## src/rtl/iwm_soft_switches.sv

```systemverilog
// IWM soft-switch block: decodes device-select accesses into phase/motor/drive/Q6/Q7
// toggles, holds the IWM mode register and runs the motor-off delay timer.
module iwm_soft_switches #(
  parameter int MOTOR_DELAY = 7159090,
  parameter int CNT_W       = 24
) (
  input  logic       fclk,
  input  logic       reset,
  input  logic [3:0] addr,
  input  logic       _devsel,
  input  logic       rw,
  input  logic [7:0] data,
  output logic [3:0] phase,
  output logic       motorOn,
  output logic       motorActive,
  output logic       driveSel,
  output logic       q6,
  output logic       q7,
  output logic [4:0] modeReg,
  output logic       accessStrobe
);

  logic             sync1_q, sync2_q, hist_q;
  logic [3:0]       phase_q, phase_d;
  logic             motor_on_q, motor_on_d;
  logic             motor_active_q, motor_active_d;
  logic             drive_sel_q, drive_sel_d;
  logic             q6_q, q6_d;
  logic             q7_q, q7_d;
  logic [4:0]       mode_q, mode_d;
  logic [CNT_W-1:0] cnt_q, cnt_d;
  logic             fall_evt, rise_evt;
  logic             unused_data;

  assign unused_data = ^data[7:5];

  // _devsel is asynchronous to fclk; edges are detected only after synchronization
  always_ff @(posedge fclk) begin
    if (reset) begin
      sync1_q <= 1'b1;
      sync2_q <= 1'b1;
      hist_q  <= 1'b1;
    end else begin
      sync1_q <= _devsel;
      sync2_q <= sync1_q;
      hist_q  <= sync2_q;
    end
  end

  assign fall_evt = ~sync2_q & hist_q;
  assign rise_evt = sync2_q & ~hist_q;

  always_comb begin
    phase_d        = phase_q;
    motor_on_d     = motor_on_q;
    motor_active_d = motor_active_q;
    drive_sel_d    = drive_sel_q;
    q6_d           = q6_q;
    q7_d           = q7_q;
    mode_d         = mode_q;
    cnt_d          = cnt_q;

    if (fall_evt) begin
      case (addr[3:1])
        3'd0, 3'd1, 3'd2, 3'd3: phase_d[addr[2:1]] = addr[0];
        3'd4:                   motor_on_d         = addr[0];
        3'd5:                   drive_sel_d        = addr[0];
        3'd6:                   q6_d               = addr[0];
        default:                q7_d               = addr[0];
      endcase
    end

    if (rise_evt && !rw && addr[0] && q6_q && q7_q && !motor_on_q)
      mode_d = data[4:0];

    // Motor-on cancels any countdown; a motor-off retriggers only on a real 1->0 transition
    if (!motor_on_q && motor_on_d) begin
      motor_active_d = 1'b1;
      cnt_d          = '0;
    end else if (motor_on_q && !motor_on_d) begin
      if (mode_q[2])
        motor_active_d = 1'b0;
      else
        cnt_d = CNT_W'(MOTOR_DELAY);
    end else if (!motor_on_q && cnt_q != '0) begin
      cnt_d = cnt_q - CNT_W'(1);
      if (cnt_q == CNT_W'(1))
        motor_active_d = 1'b0;
    end
  end

  always_ff @(posedge fclk) begin
    if (reset) begin
      phase_q        <= '0;
      motor_on_q     <= 1'b0;
      motor_active_q <= 1'b0;
      drive_sel_q    <= 1'b0;
      q6_q           <= 1'b0;
      q7_q           <= 1'b0;
      mode_q         <= '0;
      cnt_q          <= '0;
    end else begin
      phase_q        <= phase_d;
      motor_on_q     <= motor_on_d;
      motor_active_q <= motor_active_d;
      drive_sel_q    <= drive_sel_d;
      q6_q           <= q6_d;
      q7_q           <= q7_d;
      mode_q         <= mode_d;
      cnt_q          <= cnt_d;
    end
  end

  assign phase        = phase_q;
  assign motorOn      = motor_on_q;
  assign motorActive  = motor_active_q;
  assign driveSel     = drive_sel_q;
  assign q6           = q6_q;
  assign q7           = q7_q;
  assign modeReg      = mode_q;
  assign accessStrobe = fall_evt;

endmodule

```

## config.mk

```make
export PLATFORM = sky130hd
export DESIGN_NAME = iwm_soft_switches
export DESIGN_NICKNAME = d
export VERILOG_FILES = /design/src/rtl/iwm_soft_switches.sv
export SDC_FILE = /design/constraint.sdc
export NUM_CORES = 1
export LEC_CHECK = 0
export ABC_AREA = 1
export BUFFER_PORTS_ARGS = -buffer_cell sky130_fd_sc_hd__buf_2
export CORE_ASPECT_RATIO = 0.5
export CORE_MARGIN = 2
export CORE_UTILIZATION = 25
export CTS_CLUSTER_DIAMETER = 80
export CTS_CLUSTER_SIZE = 20
export DETAILED_ROUTE_END_ITERATION = 8
export PLACE_DENSITY_LB_ADDON = 0.08
export SETUP_SLACK_MARGIN = 0.4
export SLEW_MARGIN = 0
export SYNTH_ARGS = -nofsm -noshare
export SYNTH_HDL_FRONTEND = slang
export SYNTH_SLANG_ARGS = --single-unit
```

## constraint.sdc

```tcl
create_clock -name fclk -period 4 [get_ports fclk]
set_input_delay 0.2 -clock fclk [delete_from_list [all_inputs] [get_ports fclk]]
set_output_delay 0.2 -clock fclk [all_outputs]
set_load 0.02 [all_outputs]
```

; Yosys cells after proc, flatten, opt, wreduce, memory -nomap -nowiden
; Index checks and enable logic that the tools add are counted.
[word_totals]
ff_bits = 41
latch_bits = 0
ramBits = 0
rom_bits = 0
out_inout_bits = 15
n_memories = 0
[classes]
n_addsub = 1
mul = 0
div_mod_pow = 0
n_lt_le_gt_ge = 2
n_eq_ne = 9
n_shift = 0
mux = 13
bitwise_logic = 5
n_reduce_logical = 26
[ops]
columns = op, n
row1 = $mux W24, 3
row2 = $eq A24 B1 Y1 const B, 1
row3 = $reduce_bool A24 Y1, 1
row4 = $sub A24 B1 Y24 const B, 1
row5 = $reduce_and A2 Y1, 5
row6 = $eq A3 B3 Y1 const B, 3
row7 = $logic_and A1 B1 Y1, 9
row8 = $mux W1, 8
row9 = $reduce_or A7 Y1, 1
row10 = $eq A3 B2 Y1 const B, 2
row11 = $reduce_bool A3 Y1, 2
row12 = $bwmux W4, 1
row13 = $reduce_or A4 Y1, 1
row14 = $eq A3 B1 Y1 const B, 1
row15 = $logic_not A1 Y1, 3
row16 = $logic_not A3 Y1, 1
row17 = $lt A2 B3 Y1 const B, 1
row18 = $ne A3 B3 Y1 const B, 1
row19 = $not A1 Y1, 3
row20 = $reduce_and A3 Y1, 1
row21 = $and A1 B1 Y1, 2
row22 = $demux W1 S2, 1
row23 = $ge A2 B1 Y1 const B, 1
row24 = $ne A2 B2 Y1 const B, 1
row25 = other kinds (2), 2

; Longest topological paths before layout
[logic_depth]
depth_word = 7
ltp_mapped = 15
ltp_nobuf = 14

; Worst setup path before layout
; No wires, ideal clock.
[synth_timing]
path_type = reg-to-reg
from = register sync2_q
to = register cnt_q[16]
arrival_time_ps = 1995
setup_slack_ps = 1938
stages_incl_launch_ff = 14
synth_period_minus_slack_ps = 2062
cell_sequence = dfxtp_1 -> inv_1 -> nand2_1 -> nor2_1 -> nand2_1 -> o21ai_0 -> ha_1 -> inv_1 -> nor2_1 -> inv_1 -> nand2_4 -> buf_2 -> o21ai_0 -> a21oi_2
[synth_between]
elab_chain_cells = 7
word_cells_on_any_way = 11
cone_classes = eq/ne: 1 / mux: 2 / bitwise: 2 / reduce/logical: 6
[synth_rtl]
columns = item, line
row1 = start: declaration, 23  ; logic sync1_q, sync2_q, hist_q;
row2 = start signal: assignment, 45  ; sync2_q <= sync1_q;
row3 = $not A1 Y1 (*), 50  ; assign fall_evt = ~sync2_q & hist_q;
row4 = $and A1 B1 Y1 (*), 50
row5 = $mux W1 (*), 63  ; if (fall_evt) begin
row6 = $logic_not A1 Y1, 80  ; end else if (motor_on_q && !motor_on_d) begin
row7 = $logic_and A1 B1 Y1, 80
row8 = $ne A2 B2 Y1 (no line) or $reduce_bool A2 Y1 (tied branches), -
row9 = $reduce_and A2 Y1 (no line), -
row10 = end signal: assignment, 110  ; cnt_q <= cnt_d;
row11 = end: declaration, 31  ; logic [CNT_W-1:0] cnt_q, cnt_d;
; Mark *: on every way between the ends. The rest lies on a longest branch, timed or not.
; A chain may end at the register's enable or synchronous reset.

; Final worst setup path
; Ends and elaborated chain as after synthesis.

==> impl_metrics.py <==
metrics = {
    "global_routing": {
        "grt_first_pass_wirelength_microns": 10000,
        "grtUsageTotal_pct": 13.1,
        "grt_max_degree": 24,
        "overflow": 0,
        "antenna_found_initial": 0,
        "grt_pass1_vias": 1994,
    },
    "critical_path": {
        "path_max_fanout": 23,
        "crit_chain": "inv_1 -> nand2_1 -> nor2_1 -> nand2_1 -> o21ai_0 -> ha_1 -> inv_1 -> nor2_1 -> inv_1 -> nand2_4 -> inv_4 -> nand2_1 -> a21oi_2",
        "worst_path_largest_cell_delay_ns": 0.47,
        "endpoint_kind": "flip-flop",
        "setup.worst_path.end": "cnt_q[16]",
        "rr_startpoint": "sync2_q",
        "r2r_slack_ns": 1.00,
        "startpoint": "sync2_q",
        "r2r_cells": 13,
        "crit_path_start_kind": "flip-flop",
        "cp.arrival_ns": 3.14,
        "critPathKind": "flip-flop to flip-flop",
        "required_ns": 4.15,
        "r2r_end": "cnt_q[16]",
        "crit_slowest_cell": "ha_1",
    },
    "floorplan": {
        "dieArea_sq_um": 9790,
        "rows": 24,
        "core_area_sq_um": 8710,
        "die_w_microns": 138,
        "start_util_pct": 25.8,
        "pin_count": 31,
        "dieHeight_microns": 71.0,
    },
    "finish": {
        "n_fill_cell": 958,
        "drive_gt1_share_pct": 14.2,
        "final_cell_mix": "80 x nand2_1, 59 x nor2_1, 41 x dfxtp_1",
        "multi_input_area_sq_um": 1270,
        "insertedDiodeCount": 0,
        "nNetsFinal": 380,
        "fin_util_pct": 30.4,
        "register_area_sq_um": 821,
        "area_growth_pct": 18.0,
        "final_area_sq_um": 2650,
        "layout_commonest_cell": "nand2_1",
    },
    "sta": {
        "fin_crit_sh_pct": 74.9,
        "max_slew.worst_pin.slew_ns": 0.751,
        "slew_viol_final": 0,
        "setup_viol": 0,
        "finalHoldViolCount": 0,
        "fin_crit_ns": 3.00,
        "maxSlewHeadroom_pct": 49.9,
        "max_freq_mhz": 334,
        "tns_ns": 0,
        "skew_ns": 0.00463,
        "whs_ns": 0.0947,
        "rsz0062_at_grt": "false",
    },
    "clocking": {
        "cts-buffers-inserted": 5,
        "post_cts_resized": 0,
        "cts_tree": "built",
        "root_buffer": "clkbuf_16",
        "post_cts_buffers": 0,
        "clk_latency_ns": 0.29,
        "ctsHoldBuffers": 0,
        "path_clk_slew_ns": 0.06,
        "clk_path_buf_depth": 2,
        "clock_sinks": 41,
        "cts-htree-levels": 2,
    },
    "synthesis": {
        "avgSynthCellArea_sq_um": 6.70,
        "yosysWarnings": 0,
        "ys_ff_latch": 41,
        "syn_area_sq_um": 2240,
        "syn_nets": 356,
        "yosysSeqAreaShare_pct": 36.6,
        "synth_cells": 335,
        "synth_cell_types": 29,
    },
    "power_and_ir_drop": {
        "internal-power_mw": 1.16,
        "clockPowerShare_pct": 23.1,
        "share_seq_of_total_power_pct": 29.5,
        "power_density_nw_per_um2": 782,
        "p_switching_mw": 0.912,
        "combinationalPowerShare_pct": 47.5,
        "p_sw_share_pct": 44.1,
        "ir_worst_vdd_mv": 0.217,
        "leakage_nw": 1.20,
    },
    "placement": {
        "detailed_place_hpwl_microns": 4320,
        "placed_area_sq_um": 2470,
        "io_buffers": 27,
        "globalplace.congestion": 0.795,
    },
    "routing": {
        "num_vias": 2173,
        "first_iter_violations": 111,
        "ant_nets": 0,
        "drc": 0,
        "vias_per_cell": 4.56,
        "first_pass_iters": 5,
        "totalWireLength_microns": 5890,
        "post_drt_wl_per_cell_microns": 12.4,
    },
    "run": {
        "maxCapViolCount": 0,
    },
    "worst_hold_path": {
        "hold_path.class": "input pin to flip-flop",
    },
    "run_status": {
        "status": "finished clean",
    },
}
[final cells by class]
class / count / share of cell area, %
well taps: 117 / 5.53
clock inverters: 1 / 1.13
clock buffers: 7 / 5.39
multi-input cells: 257 / 47.9
flip-flops and latches: 41 / 31.0
inverters: 27 / 3.92
repair buffers: 27 / 5.11
[synthesized netlist by cell type]
cell type	instances	area (sq um)
ha_1	5	62.6
inv_4	1	6.26
nor3_1	9	45.0
nand4_1	6	37.5
or2_2	3	18.8
nor4_2	1	12.5
nand2_1	80	300
nor2_2	5	31.3
o21ai_1	1	5.00
nor4_1	6	37.5
nor2_1	59	221
o21ai_0	14	70.1
a22oi_1	1	7.51
nand3_2	2	20.0
xnor2_1	5	43.8
dfxtp_1	41	821
buf_2	5	25.0
nand2_2	1	6.26
o211ai_1	1	7.51
nor2_4	1	11.3
inv_1	26	97.6
nand3_1	21	105
a31oi_1	6	37.5
clkbuf_1	4	15.0
a21oi_2	2	17.5
nand2_4	1	11.3
buf_6	1	11.3
a21oi_1	21	105
xor2_1	6	52.6
[cell families after synthesis]
family                   count (synthesis)  synth area share, %
AND/OR/NAND/NOR                        195                 38.3
AO/OA/AOI/OAI                           46                 11.2
flip-flops                              41                 36.6
buffers and inverters                   37                 6.92
XOR/XNOR                                11                 4.29
adder cells (fa/ha/maj)                  5                 2.79
[worst min path at each step]
stage | start | end | slack, ns | depth (start not counted)
finish | _devsel | sync1_q | 0.09 | 2
global route | _devsel | sync1_q | 0.10 | 2
CTS | _devsel | sync1_q | 0.09 | 2
detailed placement | _devsel | sync1_q | 0.39 | 2
global placement | _devsel | sync1_q | 0.38 | 2
floorplan | _devsel | sync1_q | 0.30 | 1
[through the flow]
step | total power, mW | std cells | setup slack [ns]
final | 2.07 | 477 | 1.00
after global routing | 2.28 | 477 | 0.640
after CTS | 2.09 | 477 | 0.950
after detailed placement | 1.60 | 469 | 0.962
after global placement | 1.60 | 469 | 0.940
after floorplan | 1.39 | 335 | 1.94
[worst max-delay path, delay by kind of cell, from the launching register on]
family	cells	cell delay, ns
AO/OA/AOI/OAI	2	0.37
adder cells (fa/ha/maj)	1	0.47
buffers and inverters	4	0.66
flip-flops	1	0.30
AND/OR/NAND/NOR	6	1.04
[flip-flops by register name, summed over array words and instances (netlist names)]
signal       count
cnt_q           24
driveSel         1
hist_q           1
modeReg          5
motorActive      1
motorOn          1
phase            4
q6               1
q7               1
sync1_q          1
sync2_q          1
[power by group through the flow]
stage                     Combinational (mW)  Sequential, mW  Clock [mW]
after floorplan                        0.809           0.584           0
after global placement                 0.985           0.618           0
after detailed placement               0.984           0.618           0
after CTS                              0.989           0.610       0.492
after global routing                    1.14           0.628       0.516
final                                  0.982           0.610       0.477
[layer usage]
metal / part of all wire, % / global-route usage, %
met5: 0 / 0
met4: 1.3 / 4.08
met3: 3.8 / 3.30
met2: 43 / 20.2
met1: 52 / 18.1
No activity file was read; power rests on OpenSTA's default activity.
